## src/rtl/sccb_seq_pkg.sv

```systemverilog
// Shared definitions for the SCCB register-table sequencer: FSM states,
// i2c_module register map and table-word field positions.
package sccb_seq_pkg;

    typedef enum logic [3:0] {
        ST_IDLE,
        ST_LD_SLV,
        ST_LD_REG,
        ST_LD_DAT,
        ST_GO,
        ST_WAIT_LO,
        ST_WAIT_HI,
        ST_NEXT,
        ST_DELAY,
        ST_DONE,
        ST_FAIL
    } state_e;

    localparam logic [2:0] CONTROL_REG       = 3'd0;
    localparam logic [2:0] SLAVE_ADDRESS     = 3'd1;
    localparam logic [2:0] SLAVE_REG_ADDRESS = 3'd2;
    localparam logic [2:0] SLAVE_DATA_1      = 3'd3;
    localparam logic [7:0] CTRL_GO           = 8'h01;

    localparam int unsigned DELAY_BIT = 16;
    localparam int unsigned REG_HI    = 15;
    localparam int unsigned REG_LO    = 8;
    localparam int unsigned DAT_HI    = 7;
    localparam int unsigned DAT_LO    = 0;

endpackage

```

## src/rtl/sccb_init_seq_if.sv

```systemverilog
// Byte-level register interface towards i2c_module; the sequencer is the master.
interface sccb_init_seq_if;

    logic [2:0] bus_addr;
    logic [7:0] bus_wdata;
    logic       bus_write;
    logic       bus_ready;
    logic       bus_success;

    modport master (output bus_addr, bus_wdata, bus_write, input bus_ready, bus_success);
    modport slave  (input bus_addr, bus_wdata, bus_write, output bus_ready, bus_success);

endinterface

```

## src/rtl/sccb_tick_gen.sv

```systemverilog
// Prescaler: one-clock tick every CLK_DIV clocks (CLK_DIV >= 2).
module sccb_tick_gen #(
    parameter int unsigned CLK_DIV = 256
) (
    input  logic clk,
    input  logic reset_n,
    output logic tick
);

    localparam int unsigned CW = (CLK_DIV > 1) ? $clog2(CLK_DIV) : 1;
    localparam logic [CW-1:0] CNT_LAST = CW'(CLK_DIV - 1);

    logic [CW-1:0] cnt_q, cnt_d;

    always_comb begin
        cnt_d = (cnt_q == CNT_LAST) ? '0 : cnt_q + 1'b1;
    end

    always_ff @(posedge clk or negedge reset_n) begin
        if (!reset_n) cnt_q <= '0;
        else          cnt_q <= cnt_d;
    end

    assign tick = (cnt_q == CNT_LAST);

endmodule

```

## src/rtl/sccb_init_seq.sv

```systemverilog
// SCCB/I2C register-table sequencer driving i2c_module through a byte register bus.
// Optional watchdog on the engine wait states: define SCCB_SEQ_TIMEOUT_EN.
module sccb_init_seq
    import sccb_seq_pkg::*;
#(
    parameter int unsigned NUM_REGS      = 178,
    parameter int unsigned AW            = 8,
    parameter logic [7:0]  SLAVE_ADDR    = 8'h60,
    parameter int unsigned CLK_DIV       = 256,
    parameter int unsigned MS_TICKS      = 195,
    parameter int unsigned RETRY_MAX     = 3,
    parameter int unsigned PASSES        = 1,
    parameter int unsigned RESTART_IDX   = 3,
    parameter int unsigned TIMEOUT_TICKS = 1024
) (
    input  logic           clk,
    input  logic           reset_n,
    input  logic           start,
    output logic [AW-1:0]  tbl_idx,
    input  logic [16:0]    tbl_data,
    sccb_init_seq_if.master bus,
    output logic           ready,
    output logic           busy,
    output logic           error,
    output logic [AW-1:0]  err_idx
);

    localparam logic [AW-1:0] LAST_IDX    = AW'(NUM_REGS - 1);
    localparam logic [AW-1:0] RESTART     = AW'(RESTART_IDX);
    localparam logic [7:0]    LAST_PASS   = 8'(PASSES - 1);
    localparam logic [3:0]    RETRY_LIMIT = 4'(RETRY_MAX);

    state_e        state_q;
    logic [AW-1:0] idx_q, err_idx_q;
    logic [3:0]    retry_q;
    logic [7:0]    pass_q;
    logic [31:0]   dly_q;
    logic [2:0]    addr_q;
    logic [7:0]    wdata_q;
    logic          write_q, ready_q, busy_q, error_q;
    logic          tick, expired;

    sccb_tick_gen #(.CLK_DIV(CLK_DIV)) u_tick (
        .clk     (clk),
        .reset_n (reset_n),
        .tick    (tick)
    );

`ifdef SCCB_SEQ_TIMEOUT_EN
    logic [31:0] to_q;

    // Counts ticks across both wait states of one attempt; cleared on any other tick.
    always_ff @(posedge clk or negedge reset_n) begin
        if (!reset_n) begin
            to_q <= '0;
        end else if (tick) begin
            if (state_q == ST_WAIT_LO || state_q == ST_WAIT_HI) begin
                if (to_q != '1) to_q <= to_q + 1'b1;
            end else begin
                to_q <= '0;
            end
        end
    end

    assign expired = (to_q >= 32'(TIMEOUT_TICKS - 1));
`else
    logic unused_timeout;
    assign unused_timeout = ^TIMEOUT_TICKS;
    assign expired        = 1'b0;
`endif

    always_ff @(posedge clk or negedge reset_n) begin
        if (!reset_n) begin
            state_q   <= ST_IDLE;
            idx_q     <= '0;
            err_idx_q <= '0;
            retry_q   <= '0;
            pass_q    <= '0;
            dly_q     <= '0;
            addr_q    <= '0;
            wdata_q   <= '0;
            write_q   <= 1'b0;
            ready_q   <= 1'b0;
            busy_q    <= 1'b0;
            error_q   <= 1'b0;
        end else begin
            write_q <= 1'b0;
            ready_q <= (state_q == ST_DONE);
            busy_q  <= !(state_q inside {ST_IDLE, ST_DONE, ST_FAIL});
            error_q <= (state_q == ST_FAIL);
            if (start && (state_q == ST_DONE || state_q == ST_FAIL)) begin
                idx_q     <= '0;
                pass_q    <= '0;
                retry_q   <= '0;
                err_idx_q <= '0;
                state_q   <= ST_IDLE;
            end else if (tick) begin
                case (state_q)
                    ST_IDLE: state_q <= ST_LD_SLV;
                    ST_LD_SLV: begin
                        if (tbl_data[DELAY_BIT]) begin
                            dly_q   <= 32'(tbl_data[REG_HI:DAT_LO]) * 32'(MS_TICKS);
                            state_q <= ST_DELAY;
                        end else begin
                            write_q <= 1'b1;
                            addr_q  <= SLAVE_ADDRESS;
                            wdata_q <= SLAVE_ADDR;
                            state_q <= ST_LD_REG;
                        end
                    end
                    ST_LD_REG: begin
                        write_q <= 1'b1;
                        addr_q  <= SLAVE_REG_ADDRESS;
                        wdata_q <= tbl_data[REG_HI:REG_LO];
                        state_q <= ST_LD_DAT;
                    end
                    ST_LD_DAT: begin
                        write_q <= 1'b1;
                        addr_q  <= SLAVE_DATA_1;
                        wdata_q <= tbl_data[DAT_HI:DAT_LO];
                        state_q <= ST_GO;
                    end
                    ST_GO: begin
                        write_q <= 1'b1;
                        addr_q  <= CONTROL_REG;
                        wdata_q <= CTRL_GO;
                        state_q <= ST_WAIT_LO;
                    end
                    ST_WAIT_LO, ST_WAIT_HI: begin
                        // A real engine result wins over a simultaneous watchdog expiry.
                        if (state_q == ST_WAIT_LO && !bus.bus_ready && !expired) begin
                            state_q <= ST_WAIT_HI;
                        end else if (state_q == ST_WAIT_HI && bus.bus_ready && bus.bus_success) begin
                            state_q <= ST_NEXT;
                        end else if ((state_q == ST_WAIT_HI && bus.bus_ready) || expired) begin
                            if (retry_q < RETRY_LIMIT) begin
                                retry_q <= retry_q + 1'b1;
                                state_q <= ST_LD_SLV;
                            end else begin
                                err_idx_q <= idx_q;
                                state_q   <= ST_FAIL;
                            end
                        end
                    end
                    ST_NEXT: begin
                        retry_q <= '0;
                        if (idx_q == LAST_IDX) begin
                            if (pass_q < LAST_PASS) begin
                                pass_q  <= pass_q + 1'b1;
                                idx_q   <= RESTART;
                                state_q <= ST_LD_SLV;
                            end else begin
                                state_q <= ST_DONE;
                            end
                        end else begin
                            idx_q   <= idx_q + 1'b1;
                            state_q <= ST_LD_SLV;
                        end
                    end
                    ST_DELAY: begin
                        if (dly_q == '0) state_q <= ST_NEXT;
                        else             dly_q   <= dly_q - 1'b1;
                    end
                    default: ;
                endcase
            end
        end
    end

    assign tbl_idx       = idx_q;
    assign err_idx       = err_idx_q;
    assign ready         = ready_q;
    assign busy          = busy_q;
    assign error         = error_q;
    assign bus.bus_addr  = addr_q;
    assign bus.bus_wdata = wdata_q;
    assign bus.bus_write = write_q;

endmodule
```

## src/flat_wrapper.sv

```systemverilog
// flat-port wrapper written by rule: the top's interface ports become plain ports
module sccb_init_seq_flat import sccb_seq_pkg::*;
#(
    parameter int unsigned NUM_REGS      = 178,
    parameter int unsigned AW            = 8,
    parameter logic [7:0]  SLAVE_ADDR    = 8'h60,
    parameter int unsigned CLK_DIV       = 256,
    parameter int unsigned MS_TICKS      = 195,
    parameter int unsigned RETRY_MAX     = 3,
    parameter int unsigned PASSES        = 1,
    parameter int unsigned RESTART_IDX   = 3,
    parameter int unsigned TIMEOUT_TICKS = 1024
)
  (clk, reset_n, start, tbl_idx, tbl_data, ready, busy, error, err_idx, bus_bus_addr, bus_bus_wdata, bus_bus_write, bus_bus_ready, bus_bus_success);
  sccb_init_seq_if bus_i ();
  input  logic clk;
  input  logic reset_n;
  input  logic start;
  output logic [AW-1:0] tbl_idx;
  input  logic [16:0] tbl_data;
  output logic ready;
  output logic busy;
  output logic error;
  output logic [AW-1:0] err_idx;
  output wire logic [$bits(bus_i.bus_addr)-1:0] bus_bus_addr;
  output wire logic [$bits(bus_i.bus_wdata)-1:0] bus_bus_wdata;
  output wire logic [$bits(bus_i.bus_write)-1:0] bus_bus_write;
  input wire logic [$bits(bus_i.bus_ready)-1:0] bus_bus_ready;
  input wire logic [$bits(bus_i.bus_success)-1:0] bus_bus_success;
  assign bus_bus_addr = bus_i.bus_addr;
  assign bus_bus_wdata = bus_i.bus_wdata;
  assign bus_bus_write = bus_i.bus_write;
  assign bus_i.bus_ready = bus_bus_ready;
  assign bus_i.bus_success = bus_bus_success;
  sccb_init_seq #(.NUM_REGS(NUM_REGS), .AW(AW), .SLAVE_ADDR(SLAVE_ADDR), .CLK_DIV(CLK_DIV), .MS_TICKS(MS_TICKS), .RETRY_MAX(RETRY_MAX), .PASSES(PASSES), .RESTART_IDX(RESTART_IDX), .TIMEOUT_TICKS(TIMEOUT_TICKS)) u_core (.clk(clk), .reset_n(reset_n), .start(start), .tbl_idx(tbl_idx), .tbl_data(tbl_data), .bus(bus_i), .ready(ready), .busy(busy), .error(error), .err_idx(err_idx));
endmodule
```

## config.mk

```make
export PLATFORM = sky130hd
export DESIGN_NAME = sccb_init_seq_flat
export DESIGN_NICKNAME = d
export VERILOG_FILES = /design/src/rtl/sccb_seq_pkg.sv /design/src/rtl/sccb_init_seq_if.sv /design/src/rtl/sccb_tick_gen.sv /design/src/rtl/sccb_init_seq.sv /design/src/flat_wrapper.sv
export SDC_FILE = /design/constraint.sdc
export NUM_CORES = 1
export LEC_CHECK = 0
export CORE_ASPECT_RATIO = 0.8
export CORE_UTILIZATION = 47
export DETAILED_ROUTE_END_ITERATION = 8
export GPL_ROUTABILITY_DRIVEN = 0
export PLACE_DENSITY = 0.67
export RECOVER_POWER = 50
export SYNTH_ARGS = -nofsm -noshare
export SYNTH_HDL_FRONTEND = slang
export SYNTH_SLANG_ARGS = --single-unit
```

## constraint.sdc

```tcl
create_clock -name clk -period 7.3 [get_ports clk]
set_input_delay 1.46 -clock clk [delete_from_list [all_inputs] [get_ports clk]]
set_output_delay 1.46 -clock clk [all_outputs]
set_load 0.01 [all_outputs]
```

==> summary.md <==
| Metric | Value |
|---|---|
| Status | `complete, but fails checks` |
| Failing checks | `max-capacitance violations, max-slew violations` |
| Mapped cell area | `0.00640 mm2` |
| Syn nets | `853` |
| Leakage | `3.47 nW` |
| Resized Gates After CTS | `0` |
| Cell taking the most area after synthesis | `dfrtp_1` |
| Met2 WL | `7.09 mm` |
| Final hold violation count | `0` |
| Max Root-Sink Buffers | `2` |
| Largest net degree at the start of global routing | `79` |
| DRC Markers | `0` |
| Via count | `5515` |
| Overflow left after global routing | `0` |
| Placed Cells | `937` |
| Initial antenna violation count | `0` |
| Post-place setup slack | `1.29 ns` |
| RSZ-0062 raised after global routing | `false` |
| WL/cell | `16.8 um` |
| Critical Path Sink | `u_core.dly_q[22]` |
| Ys async rst share | `1.00` |
| I/O pin count | `53` |
| Post-layout minimum cycle time | `5.76 ns` |
| Net count, final | `885` |
| # Max-Cap Violations | `1` |
| Depth of the most critical reg-to-reg path | `9` |
| Worst Slack Setup Final | `1.54 ns` |
| Number of cell rows | `37` |
| Antenna diodes | `0` |
| Syn Area/Cell | `8.64 um2` |
| Worst R2R Setup Slack | `3.72 ns` |
| Die area | `0.0141 mm2` |
| Post-synth EDFFs | `0` |
| Initial Utilization | `0.491` |
| TritonRoute pass-1 iters | `5` |
| Vias per inst | `5.79` |
| Peak Freq | `174 MHz` |
| Reg2reg end | `u_core.dly_q[25]` |
| Port bufs | `51` |
| Core Box Area | `0.0131 mm2` |
| CTS tree | `built` |
| Clock-pin slew on the worst setup and hold paths | `0.07 ns` |
| Crit path DAT | `6.04 ns` |
| WL met1 | `7.92 mm` |
| Pins Over Slew Limit | `79` |
| Commonest non-fill, non-tap cell in the layout | `dfrtp_1` |
| VDD IR-drop max | `0.000101 V` |
| Hold Buf Count CTS | `0` |
| CTS root buffer | `clkbuf_16` |
| Mapped Cells | `741` |
| Area contributors post-synth | `dfrtp_1, ha_1, fa_1, o21ai_0, nor2_1` |
| Yosys top cell area share | `0.305` |
| Total Wirelength | `16.0 mm` |
| Post-CTS setup buffers | `0` |
| Critical path startpoint category | `input pin` |
| Die Y | `106 um` |
| Tot GR Track Use | `0.240` |
| Hpwl dp | `12.3 mm` |
| Syn. warnings | `0` |
| Clk_skew | `0.00641 ns` |
| First-pass GRT wire length | `26.9 mm` |
| Top_reg_cell synth | `dfrtp_1` |
| Iteration-0 DRC Markers | `497` |
| Rel. slew slack | `-1.80` |
| Crit Path Class | `input pin to flip-flop` |
| Sink Count | `78` |
| Crit Path Max Fanout | `5` |
| Final core utilization | `0.564` |
| P&R area growth vs syn | `15.0%` |
| Layout cells sized above 1 | `0.0476` |
| TNS Setup | `0 ns` |
| Register area share after synthesis | `0.305` |
| Die Width | `133 um` |
| Hold Crit Class | `flip-flop to flip-flop` |
| Final period util | `0.789` |
| Vias in the first global route | `5309` |
| Clock latency on the worst-skew pair | `0.34 ns` |
| Metal3 WL | `755 um` |
| Fin cells | `953` |
| Commonest non-fill, non-tap cells in the layout | `dfrtp_1, ha_1, nor2_1` |
| Routed Antenna Nets | `0` |
| R2r startpoint | `u_core.dly_q[10]` |
| Total power | `1.52 mW` |
| PD cells | `207 mW/mm2` |
| Worst-margin pin slew | `4.20 ns` |
| Num CTS Buffers | `9` |
| Critical Path RT | `7.58 ns` |
| Crit. End Element | `flip-flop` |
| Worst Setup SP | `tbl_data[3]` |
| Seq cells post-synth | `78` |
| Library cells used by synthesis | `67` |
| Max Used Layer | `met4` |
| Final setup viols | `0` |
| H-tree levels | `3` |
==> flip-flops by register name (all words and copies together), names as in the netlist <==
register              count
u_core.bus.bus_addr       2
u_core.bus.bus_wdata      8
u_core.bus.bus_write      1
u_core.busy               1
u_core.dly_q             32
u_core.err_idx            8
u_core.error              1
u_core.ready              1
u_core.retry_q            4
u_core.state_q            4
u_core.tbl_idx            8
u_core.u_tick.cnt_q       8
==> power breakdown <==
group          total [mW]  switching (mW)  internal (mW)
combinational       0.553           0.316          0.236
clock               0.537           0.197          0.340
sequential          0.432               0          0.432
==> Yosys cell counts, drive strengths merged, types with 6 or more instances <==
master / n
a21o: 9
a21oi: 47
a22o: 9
a22oi: 8
and3: 7
buf: 13
clkbuf: 20
dfrtp: 78
fa: 18
ha: 72
inv: 70
mux2i: 7
nand2: 50
nand2b: 10
nand3: 16
nor2: 72
nor2b: 6
nor3: 18
nor4: 7
o21a: 9
o21ai: 64
o22ai: 7
o31ai: 7
or2: 8
or3: 8
xnor2: 17
xor2: 16
==> per-stage QoR <==
| step | hold WS, ns | cell area [um2] |
|---|---|---|
| finish | 0.478 | 7370 |
| global route | 0.512 | 7370 |
| CTS | 0.487 | 7370 |
| detailed placement | 0.474 | 7020 |
| global placement | 0.467 | 7020 |
| floorplan | 0.448 | 6400 |
==> logic make-up (layout without fill, tap and decap cells) <==
group / Yosys count / after routing / synth area share
simple gates: 226 / 226 / 0.172
compound gates: 200 / 200 / 0.200
buf+inv: 103 / 140 / 0.0631
fa+ha+maj: 90 / 90 / 0.197
flops: 78 / 78 / 0.305
xor+xnor: 33 / 33 / 0.0451
mux: 10 / 10 / 0.0174
other cells: 1 / 1 / 0.000585
==> routing by layer <==
layer / vias to the layer above / global-route usage
li1: 2674 / -
met1: 2661 / 0.347
met2: 158 / 0.367
met3: 22 / 0.0410
met4: 0 / 0.0706
met5: - / 0
==> worst min path at each step <==
stage                            start                       to  slack, ns  depth (start not counted)
6_report       u_core.bus.bus_wdata[2]  u_core.bus.bus_wdata[2]       0.48                          2
5_1_grt         u_core.u_tick.cnt_q[4]   u_core.u_tick.cnt_q[4]       0.51                          1
4_1_cts        u_core.bus.bus_wdata[2]  u_core.bus.bus_wdata[2]       0.49                          2
3_5_place_dp   u_core.bus.bus_wdata[7]  u_core.bus.bus_wdata[7]       0.47                          2
3_3_place_gp    u_core.u_tick.cnt_q[7]   u_core.u_tick.cnt_q[7]       0.47                          1
2_1_floorplan   u_core.u_tick.cnt_q[0]   u_core.u_tick.cnt_q[0]       0.45                          1
==> worst max-delay path: stages <==
cell and delay [ns]:
clkdlybuf4s50_1 0.52, ha_1 0.25, ha_1 0.35, fa_1 0.51
inv_1 0.05, fa_1 0.52, inv_1 0.04, ha_1 0.34
o21a_1 0.14, o21a_1 0.17, a21boi_0 0.61, a31oi_1 0.33
o31ai_1 0.37, mux2i_1 0.24, a21o_1 0.14
==> layout make-up <==
| cell class | instances | area, um2 |
|---|---|---|
| Fill cell | 1188 | 5690 |
| Multi-Input combinational cell | 560 | 4050 |
| Sequential cell | 78 | 1950 |
| Timing Repair Buffer | 54 | 527 |
| Inverter | 70 | 263 |
| Clock buffer | 9 | 225 |
| Tap cell | 175 | 219 |
| Clock inverter | 7 | 129 |
Power figures use the tool's default switching activity.
